**src/rtl/instr_fetch_if.sv**
```systemverilog
// Fetch-unit bus: instruction-memory request/response, redirect from execute,
// and the instruction stream handed to decode.
interface instr_fetch_if;
    logic        imem_req_valid;
    logic        imem_req_ready;
    logic [31:0] imem_req_addr;
    logic        imem_rsp_valid;
    logic [31:0] imem_rsp_data;
    logic        redirect_valid;
    logic [31:0] redirect_pc;
    logic        out_valid;
    logic        out_ready;
    logic [31:0] out_instr;
    logic [31:0] out_pc;

    // Fetch unit side.
    modport master (
        output imem_req_valid, imem_req_addr, out_valid, out_instr, out_pc,
        input  imem_req_ready, imem_rsp_valid, imem_rsp_data,
               redirect_valid, redirect_pc, out_ready
    );

    // Memory / execute / decode side.
    modport slave (
        input  imem_req_valid, imem_req_addr, out_valid, out_instr, out_pc,
        output imem_req_ready, imem_rsp_valid, imem_rsp_data,
               redirect_valid, redirect_pc, out_ready
    );
endinterface

```
**src/rtl/instr_fetch.sv**
```systemverilog
// Instruction fetch: sequential PC generation, in-order memory requests with
// live/stale tracking across redirects, and a small {instr, pc} FIFO to decode.
module instr_fetch #(
    parameter logic [31:0] RESET_VECTOR    = 32'h0000_0000,
    parameter int          DEPTH           = 4,
    parameter int          MAX_OUTSTANDING = 2
) (
    input logic         clk,
    input logic         rst_n,
    instr_fetch_if.master bus
);
    localparam int          AW    = $clog2(DEPTH);
    localparam int          CW    = $clog2(DEPTH + 1);
    localparam int          OW    = $clog2(MAX_OUTSTANDING + 1);
    localparam logic [31:0] MAX_U = MAX_OUTSTANDING;
    localparam logic [31:0] DEP_U = DEPTH;

    typedef struct packed {
        logic [31:0] instr;
        logic [31:0] pc;
    } entry_t;

    entry_t          fifo_mem [DEPTH];
    logic [AW-1:0]   wr_ptr, rd_ptr, wr_nxt, rd_nxt;
    logic [CW-1:0]   count, count_nxt;
    logic [31:0]     fetch_pc, pc_nxt;
    logic [OW-1:0]   live_cnt, stale_cnt, live_nxt, stale_nxt;
    logic [31:0]     os_total;
    logic [31:0]     rsp_pc;
    logic            req_hs, deq, rsp_live, rsp_stale, enq;
    entry_t          head;
    logic            unused_bits;

    // Low redirect bits are forced to zero, so they are intentionally dropped.
    assign unused_bits = ^bus.redirect_pc[1:0];

    // Credit uses registered counts only: no same-cycle dequeue or response credit.
    assign bus.imem_req_valid = (32'(live_cnt) + 32'(stale_cnt) < MAX_U) &&
                                (32'(live_cnt) + 32'(count) < DEP_U);
    assign bus.imem_req_addr  = fetch_pc;

    assign req_hs    = bus.imem_req_valid && bus.imem_req_ready;
    assign deq       = bus.out_valid && bus.out_ready;
    // Responses come back in order and stale requests are always the oldest,
    // so a response is stale exactly while the stale count is non-zero.
    assign rsp_stale = bus.imem_rsp_valid && (stale_cnt != '0);
    assign rsp_live  = bus.imem_rsp_valid && (stale_cnt == '0);
    assign enq       = rsp_live && !bus.redirect_valid;
    // Live requests are consecutive words ending just below fetch_pc.
    assign rsp_pc    = fetch_pc - (32'(live_cnt) << 2);

    assign head          = fifo_mem[rd_ptr];
    assign bus.out_valid = (count != '0);
    assign bus.out_instr = bus.out_valid ? head.instr : 32'h0;
    assign bus.out_pc    = bus.out_valid ? head.pc    : 32'h0;

    // Next-state for PC, outstanding counters and FIFO pointers.
    always_comb begin
        pc_nxt    = fetch_pc;
        live_nxt  = live_cnt;
        stale_nxt = stale_cnt;
        count_nxt = count;
        wr_nxt    = wr_ptr;
        rd_nxt    = rd_ptr;
        os_total  = 32'(live_cnt) + 32'(stale_cnt) + 32'(req_hs) - 32'(bus.imem_rsp_valid);
        if (bus.redirect_valid) begin
            pc_nxt    = {bus.redirect_pc[31:2], 2'b00};
            live_nxt  = '0;
            stale_nxt = (os_total > MAX_U) ? OW'(MAX_OUTSTANDING) : OW'(os_total);
            count_nxt = '0;
            wr_nxt    = '0;
            rd_nxt    = '0;
        end else begin
            if (req_hs)
                pc_nxt = fetch_pc + 32'd4;
            if (req_hs && !rsp_live)
                live_nxt = live_cnt + OW'(1);
            else if (!req_hs && rsp_live)
                live_nxt = live_cnt - OW'(1);
            if (rsp_stale)
                stale_nxt = stale_cnt - OW'(1);
            if (enq)
                wr_nxt = wr_ptr + AW'(1);
            if (deq)
                rd_nxt = rd_ptr + AW'(1);
            if (enq && !deq)
                count_nxt = count + CW'(1);
            else if (!enq && deq)
                count_nxt = count - CW'(1);
        end
    end

    // State register with synchronous reset.
    always_ff @(posedge clk) begin
        if (!rst_n) begin
            fetch_pc  <= RESET_VECTOR;
            live_cnt  <= '0;
            stale_cnt <= '0;
            count     <= '0;
            wr_ptr    <= '0;
            rd_ptr    <= '0;
        end else begin
            fetch_pc  <= pc_nxt;
            live_cnt  <= live_nxt;
            stale_cnt <= stale_nxt;
            count     <= count_nxt;
            wr_ptr    <= wr_nxt;
            rd_ptr    <= rd_nxt;
        end
    end

    // FIFO storage; contents are don't-care while empty, outputs are gated.
    always_ff @(posedge clk) begin
        if (rst_n && enq)
            fifo_mem[wr_ptr] <= '{instr: bus.imem_rsp_data, pc: rsp_pc};
    end
endmodule
```
**src/flat_wrapper.sv**
```systemverilog
// flat-port wrapper written by rule: the top's interface ports become plain ports
module instr_fetch_flat 
#(
    parameter logic [31:0] RESET_VECTOR    = 32'h0000_0000,
    parameter int          DEPTH           = 4,
    parameter int          MAX_OUTSTANDING = 2
)
  (clk, rst_n, bus_imem_req_valid, bus_imem_req_addr, bus_out_valid, bus_out_instr, bus_out_pc, bus_imem_req_ready, bus_imem_rsp_valid, bus_imem_rsp_data, bus_redirect_valid, bus_redirect_pc, bus_out_ready);
  instr_fetch_if bus_i ();
  input logic clk;
  input logic rst_n;
  output wire logic [$bits(bus_i.imem_req_valid)-1:0] bus_imem_req_valid;
  output wire logic [$bits(bus_i.imem_req_addr)-1:0] bus_imem_req_addr;
  output wire logic [$bits(bus_i.out_valid)-1:0] bus_out_valid;
  output wire logic [$bits(bus_i.out_instr)-1:0] bus_out_instr;
  output wire logic [$bits(bus_i.out_pc)-1:0] bus_out_pc;
  input wire logic [$bits(bus_i.imem_req_ready)-1:0] bus_imem_req_ready;
  input wire logic [$bits(bus_i.imem_rsp_valid)-1:0] bus_imem_rsp_valid;
  input wire logic [$bits(bus_i.imem_rsp_data)-1:0] bus_imem_rsp_data;
  input wire logic [$bits(bus_i.redirect_valid)-1:0] bus_redirect_valid;
  input wire logic [$bits(bus_i.redirect_pc)-1:0] bus_redirect_pc;
  input wire logic [$bits(bus_i.out_ready)-1:0] bus_out_ready;
  assign bus_imem_req_valid = bus_i.imem_req_valid;
  assign bus_imem_req_addr = bus_i.imem_req_addr;
  assign bus_out_valid = bus_i.out_valid;
  assign bus_out_instr = bus_i.out_instr;
  assign bus_out_pc = bus_i.out_pc;
  assign bus_i.imem_req_ready = bus_imem_req_ready;
  assign bus_i.imem_rsp_valid = bus_imem_rsp_valid;
  assign bus_i.imem_rsp_data = bus_imem_rsp_data;
  assign bus_i.redirect_valid = bus_redirect_valid;
  assign bus_i.redirect_pc = bus_redirect_pc;
  assign bus_i.out_ready = bus_out_ready;
  instr_fetch #(.RESET_VECTOR(RESET_VECTOR), .DEPTH(DEPTH), .MAX_OUTSTANDING(MAX_OUTSTANDING)) u_core (.clk(clk), .rst_n(rst_n), .bus(bus_i));
endmodule
```
**config.mk**
```make
export PLATFORM = sky130hd
export DESIGN_NAME = instr_fetch_flat
export DESIGN_NICKNAME = d
export VERILOG_FILES = /design/src/rtl/instr_fetch_if.sv /design/src/rtl/instr_fetch.sv /design/src/flat_wrapper.sv
export SDC_FILE = /design/constraint.sdc
export NUM_CORES = 1
export LEC_CHECK = 0
export CORE_MARGIN = 5
export CORE_UTILIZATION = 50
export DETAILED_ROUTE_END_ITERATION = 16
export PLACE_DENSITY = 0.76
export SLEW_MARGIN = 20
export SYNTH_ARGS = -nofsm -noshare
export SYNTH_HDL_FRONTEND = slang
export SYNTH_SLANG_ARGS = --single-unit
```
**constraint.sdc**
```tcl
create_clock -name clk -period 4.8 [get_ports clk]
set_clock_uncertainty 0.2 [all_clocks]
set_input_delay 0.48 -clock clk [delete_from_list [all_inputs] [get_ports clk]]
set_output_delay 0.48 -clock clk [all_outputs]
set_load 0.01 [all_outputs]
```
==> impl_metrics.xml <==
<?xml version="1.0" encoding="UTF-8"?>
<metrics>
  <group name="sta">
    <metric name="grt_setup_unrepaired" unit="">no</metric>
    <metric name="final-hold-violation-count" unit="">0</metric>
    <metric name="final-setup-viol-count" unit="">0</metric>
    <metric name="finalCriticalPeriod" unit="ps">4040</metric>
    <metric name="relSlewSlack" unit="%">36.8</metric>
    <metric name="timing.fmax" unit="MHz">247</metric>
    <metric name="timing.final.max_slew_violations" unit="">0</metric>
    <metric name="final_layout_setup_total_negative_slack" unit="ps">0</metric>
    <metric name="post-route-period-util" unit="%">84.2</metric>
    <metric name="actual_transition_at_the_worst_max_transition_pin" unit="ps">947</metric>
    <metric name="hold_slack" unit="ps">309</metric>
  </group>
  <group name="setup_path">
    <metric name="crit_top_cell" unit="">ha_1</metric>
    <metric name="endpoint_kind" unit="">register</metric>
    <metric name="kind_of_start_point_of_the_critical_path" unit="">register</metric>
    <metric name="crit_required" unit="ps">5030</metric>
    <metric name="arrival" unit="ps">4270</metric>
    <metric name="critical_path.top_delay_family" unit="">adder cells</metric>
    <metric name="cp_num_buf_inv" unit="">2</metric>
    <metric name="crit_chain" unit="">ha_1 -&gt; inv_1 -&gt; fa_1 -&gt; ha_1 -&gt; and4bb_2 -&gt; nand2_1 -&gt; ha_1 -&gt; inv_1 -&gt; ha_1 -&gt; a21oi_1 -&gt; nor2_1 -&gt; nor2_1 -&gt; ha_1 -&gt; nor3b_1 -&gt; a31oi_1 -&gt; o21a_1</metric>
    <metric name="critical-path-max-stage-delay" unit="ps">620</metric>
    <metric name="crit_path_kind" unit="">register to register</metric>
    <metric name="worst_path_max_delay_cell" unit="">fa_1</metric>
    <metric name="critical_path_peak_fanout" unit="">11</metric>
  </group>
  <group name="cts">
    <metric name="post_cts_hold_buffer_count" unit="">0</metric>
    <metric name="path_clk_slew" unit="ps">60</metric>
    <metric name="number_of_buffers_inserted_during_clock_tree_synthesis" unit="">30</metric>
    <metric name="clk_latency" unit="ps">550</metric>
    <metric name="post_cts.repair.setup_buffers" unit="">0</metric>
    <metric name="h_tree_depth" unit="">1</metric>
    <metric name="cts_repair_resize_count" unit="">0</metric>
    <metric name="cts.path.max_buffers" unit="">3</metric>
    <metric name="numClockSinks" unit="">291</metric>
    <metric name="cts_tree" unit="">built</metric>
    <metric name="root_buffer" unit="">clkbuf_16</metric>
  </group>
  <group name="synthesis">
    <metric name="synth.lib_cells_used.distinct" unit="">56</metric>
    <metric name="synth.top_cell.area_share" unit="%">57.9</metric>
    <metric name="synth.cell_area" unit="sq um">12900</metric>
    <metric name="synth_seq_area_share" unit="%">64.6</metric>
    <metric name="post-synth-top-area-cell" unit="">edfxtp_1</metric>
    <metric name="synth.top_cells.by_area" unit="">edfxtp_1 (58%), mux4_2 (11%), dfxtp_1 (6.7%)</metric>
    <metric name="ys_dominant_reg_cell" unit="">edfxtp_1</metric>
    <metric name="ys_ff_latch" unit="">291</metric>
    <metric name="synth.avg_cell_area" unit="sq um">15.4</metric>
    <metric name="yosysWarningCount" unit="">0</metric>
    <metric name="synthCells" unit="">836</metric>
    <metric name="asyncSetResetFlopFracSynth" unit="%">0</metric>
    <metric name="synth_enable_flop_cells" unit="">248</metric>
  </group>
  <group name="cells_and_area">
    <metric name="fin_cells" unit="">1334</metric>
    <metric name="final_core_util" unit="%">62.5</metric>
    <metric name="area.growth.synth_to_final" unit="%">22.8</metric>
    <metric name="drive_gt1_share" unit="%">13.7</metric>
    <metric name="antennaDiodeCount" unit="">0</metric>
    <metric name="fin_nets" unit="">1073</metric>
  </group>
  <group name="global_route">
    <metric name="grt_overflow" unit="">0</metric>
    <metric name="grt_start_max_net_pins" unit="">66</metric>
    <metric name="antenna_violations_before_repair" unit="">0</metric>
    <metric name="first_global_vias" unit="">7873</metric>
    <metric name="grt.busiest_layer" unit="">met2</metric>
    <metric name="groute.layer.met1.usage" unit="%">26.7</metric>
    <metric name="globalRouteMet2Util" unit="%">30.8</metric>
    <metric name="gr-usage-met3" unit="%">3.69</metric>
    <metric name="global_route.usage.total" unit="%">18.9</metric>
    <metric name="grt_first_pass_wirelength" unit="um">43100</metric>
  </group>
  <group name="pwr">
    <metric name="clockPowerShare" unit="%">40.3</metric>
    <metric name="fin_total_pwr" unit="mW">5.93</metric>
    <metric name="pwr_density_cell" unit="nW/um^2">376</metric>
    <metric name="power_report.internal_total" unit="mW">4.59</metric>
    <metric name="power_switching" unit="mW">1.34</metric>
    <metric name="static-leakage-power" unit="nW">5.14</metric>
    <metric name="share_seq_of_total_power" unit="%">48.6</metric>
    <metric name="comb_pwr_share" unit="%">11.1</metric>
    <metric name="ir_worst_vdd" unit="mV">0.259</metric>
    <metric name="swShare" unit="%">22.5</metric>
  </group>
  <group name="floorplan">
    <metric name="top_level_ports" unit="">168</metric>
    <metric name="die_x_extent" unit="um">170</metric>
    <metric name="placement_rows" unit="">58</metric>
    <metric name="core_area" unit="sq um">25300</metric>
    <metric name="die_y" unit="um">170</metric>
    <metric name="initial_utilization" unit="%">50.9</metric>
    <metric name="design.die.area" unit="sq um">29000</metric>
  </group>
  <group name="placed_design">
    <metric name="dp_cells" unit="">1278</metric>
    <metric name="numPortBuffers" unit="">161</metric>
    <metric name="hpwlAfterDp" unit="um">17800</metric>
    <metric name="place_congestion" unit="">0.821</metric>
  </group>
  <group name="status">
    <metric name="run_status" unit="">complete, no violations</metric>
  </group>
  <group name="detailed_routing">
    <metric name="number_of_vias_per_cell" unit="">5.71</metric>
    <metric name="routed_wire_length_per_instance" unit="um">20.7</metric>
    <metric name="drtIter0Drc" unit="">795</metric>
    <metric name="dr.pass1.iters" unit="">5</metric>
    <metric name="dr_total_vias" unit="">7616</metric>
    <metric name="route.antenna.remaining_nets" unit="">0</metric>
    <metric name="detail_route.drc_violations" unit="">0</metric>
    <metric name="drt-total-wl" unit="um">27600</metric>
  </group>
  <group name="hold_path">
    <metric name="hold_path.class" unit="">register to register</metric>
  </group>
  <group name="flow_run">
    <metric name="max-cap-violations" unit="">0</metric>
  </group>
</metrics>
## worst min-delay path, delay by kind of cell (launching register included)
kind            cells  cell delay (ps)
simple gates        1               70
flops               1              340
compound gates      1               50
## cell usage in the layout (no fill, tap or decap), types with 19 or more instances in the layout
cell             Yosys  layout
and2_1              68      64
clkbuf_16            0      31
clkdlybuf4s50_1      0     161
dfxtp_1             43      41
edfxtp_1           248     248
ha_1                19      19
inv_1               19      19
mux4_2              62      62
nand2_1             21      21
nand3_1             22      22
nor2_1              33      33
o21ai_0             30      30
xnor2_1             23      23
xor2_1              19      19
## logic make-up after synthesis
group	share of synthesized area, %
compound gates	4.41
xor+xnor	2.86
simple gates	11.7
fa+ha+maj	2.47
buf+inv	2.90
other cells	0.0292
mux	11.0
flops	64.6
## routing by layer
| layer | vias to the layer above | wire (um) |
|---|---|---|
| met5 | - | 0 |
| met4 | 0 | 387 |
| met3 | 27 | 1890 |
| met2 | 244 | 13100 |
| met1 | 3807 | 12200 |
| li1 | 3538 | - |
## layout make-up
type / instances / area, sq um
clock inverters: 23 / 253
inverters: 19 / 71.3
well taps: 330 / 413
repair buffers: 172 / 1760
flip-flops and latches: 291 / 8310
multi-input cells: 466 / 4190
fillers: 1860 / 9470
clock buffers: 33 / 783
## synth_stat cells, types with 2 or more instances
cell,instances
a211oi_1,8
a21oi_1,11
a311oi_1,2
a31oi_1,13
a32oi_1,3
and2_1,68
and3_1,11
and4_1,4
buf_2,13
buf_4,5
buf_6,4
clkbuf_1,40
dfxtp_1,43
edfxtp_1,248
fa_1,4
ha_1,19
inv_1,19
mux2i_1,2
mux4_2,62
nand2_1,21
nand2b_1,3
nand3_1,22
nand3b_1,3
nand4_1,17
nand4b_1,4
nor2_1,33
nor2b_1,6
nor3_1,5
nor3b_1,2
nor4_1,11
nor4b_1,3
o21a_1,2
o21ai_0,30
o31ai_1,9
o41a_1,3
or3_1,10
or4_1,12
or4_4,3
xnor2_1,23
xor2_1,19
## flip-flops by register name, indices dropped and copies added, names as in the netlist, named ones only
name / flops
u_core.bus.imem_req_addr: 30
u_core.wr_ptr: 2
u_core.live_cnt: 2
u_core.fifo_mem: 248
u_core.count: 3
u_core.rd_ptr: 2
u_core.stale_cnt: 2
## power by group through the flow
stage	Sequential, mW	Clock, mW	Combinational [mW]
after floorplan	2.90	0	0.386
after global placement	2.93	0	0.648
after detailed placement	2.93	0	0.662
final	2.88	2.39	0.658
after CTS	2.88	2.43	0.667
after global routing	2.89	2.55	0.724
## per-stage QoR
stage	setup WS, ps	area, sq um
floorplan	1170	12900
global placement	896	14700
detailed placement	793	14700
CTS	763	15800
global route	553	15800
finish	759	15800
## final timing paths
path                              startpoint                          endpoint  slack, ps  depth (start not counted)
max          u_core.live_cnt[0]$_SDFFE_PP0P_  u_core.stale_cnt[1]$_SDFFE_PN0P_        760                         16
min            u_core.wr_ptr[1]$_SDFFE_PP0P_     u_core.wr_ptr[1]$_SDFFE_PP0P_        310                          2
max reg2reg  u_core.live_cnt[0]$_SDFFE_PP0P_  u_core.stale_cnt[1]$_SDFFE_PN0P_        760                         16
min reg2reg    u_core.wr_ptr[1]$_SDFFE_PP0P_     u_core.wr_ptr[1]$_SDFFE_PP0P_        310                          2
Note: power is estimated with default switching activity, not from simulation.
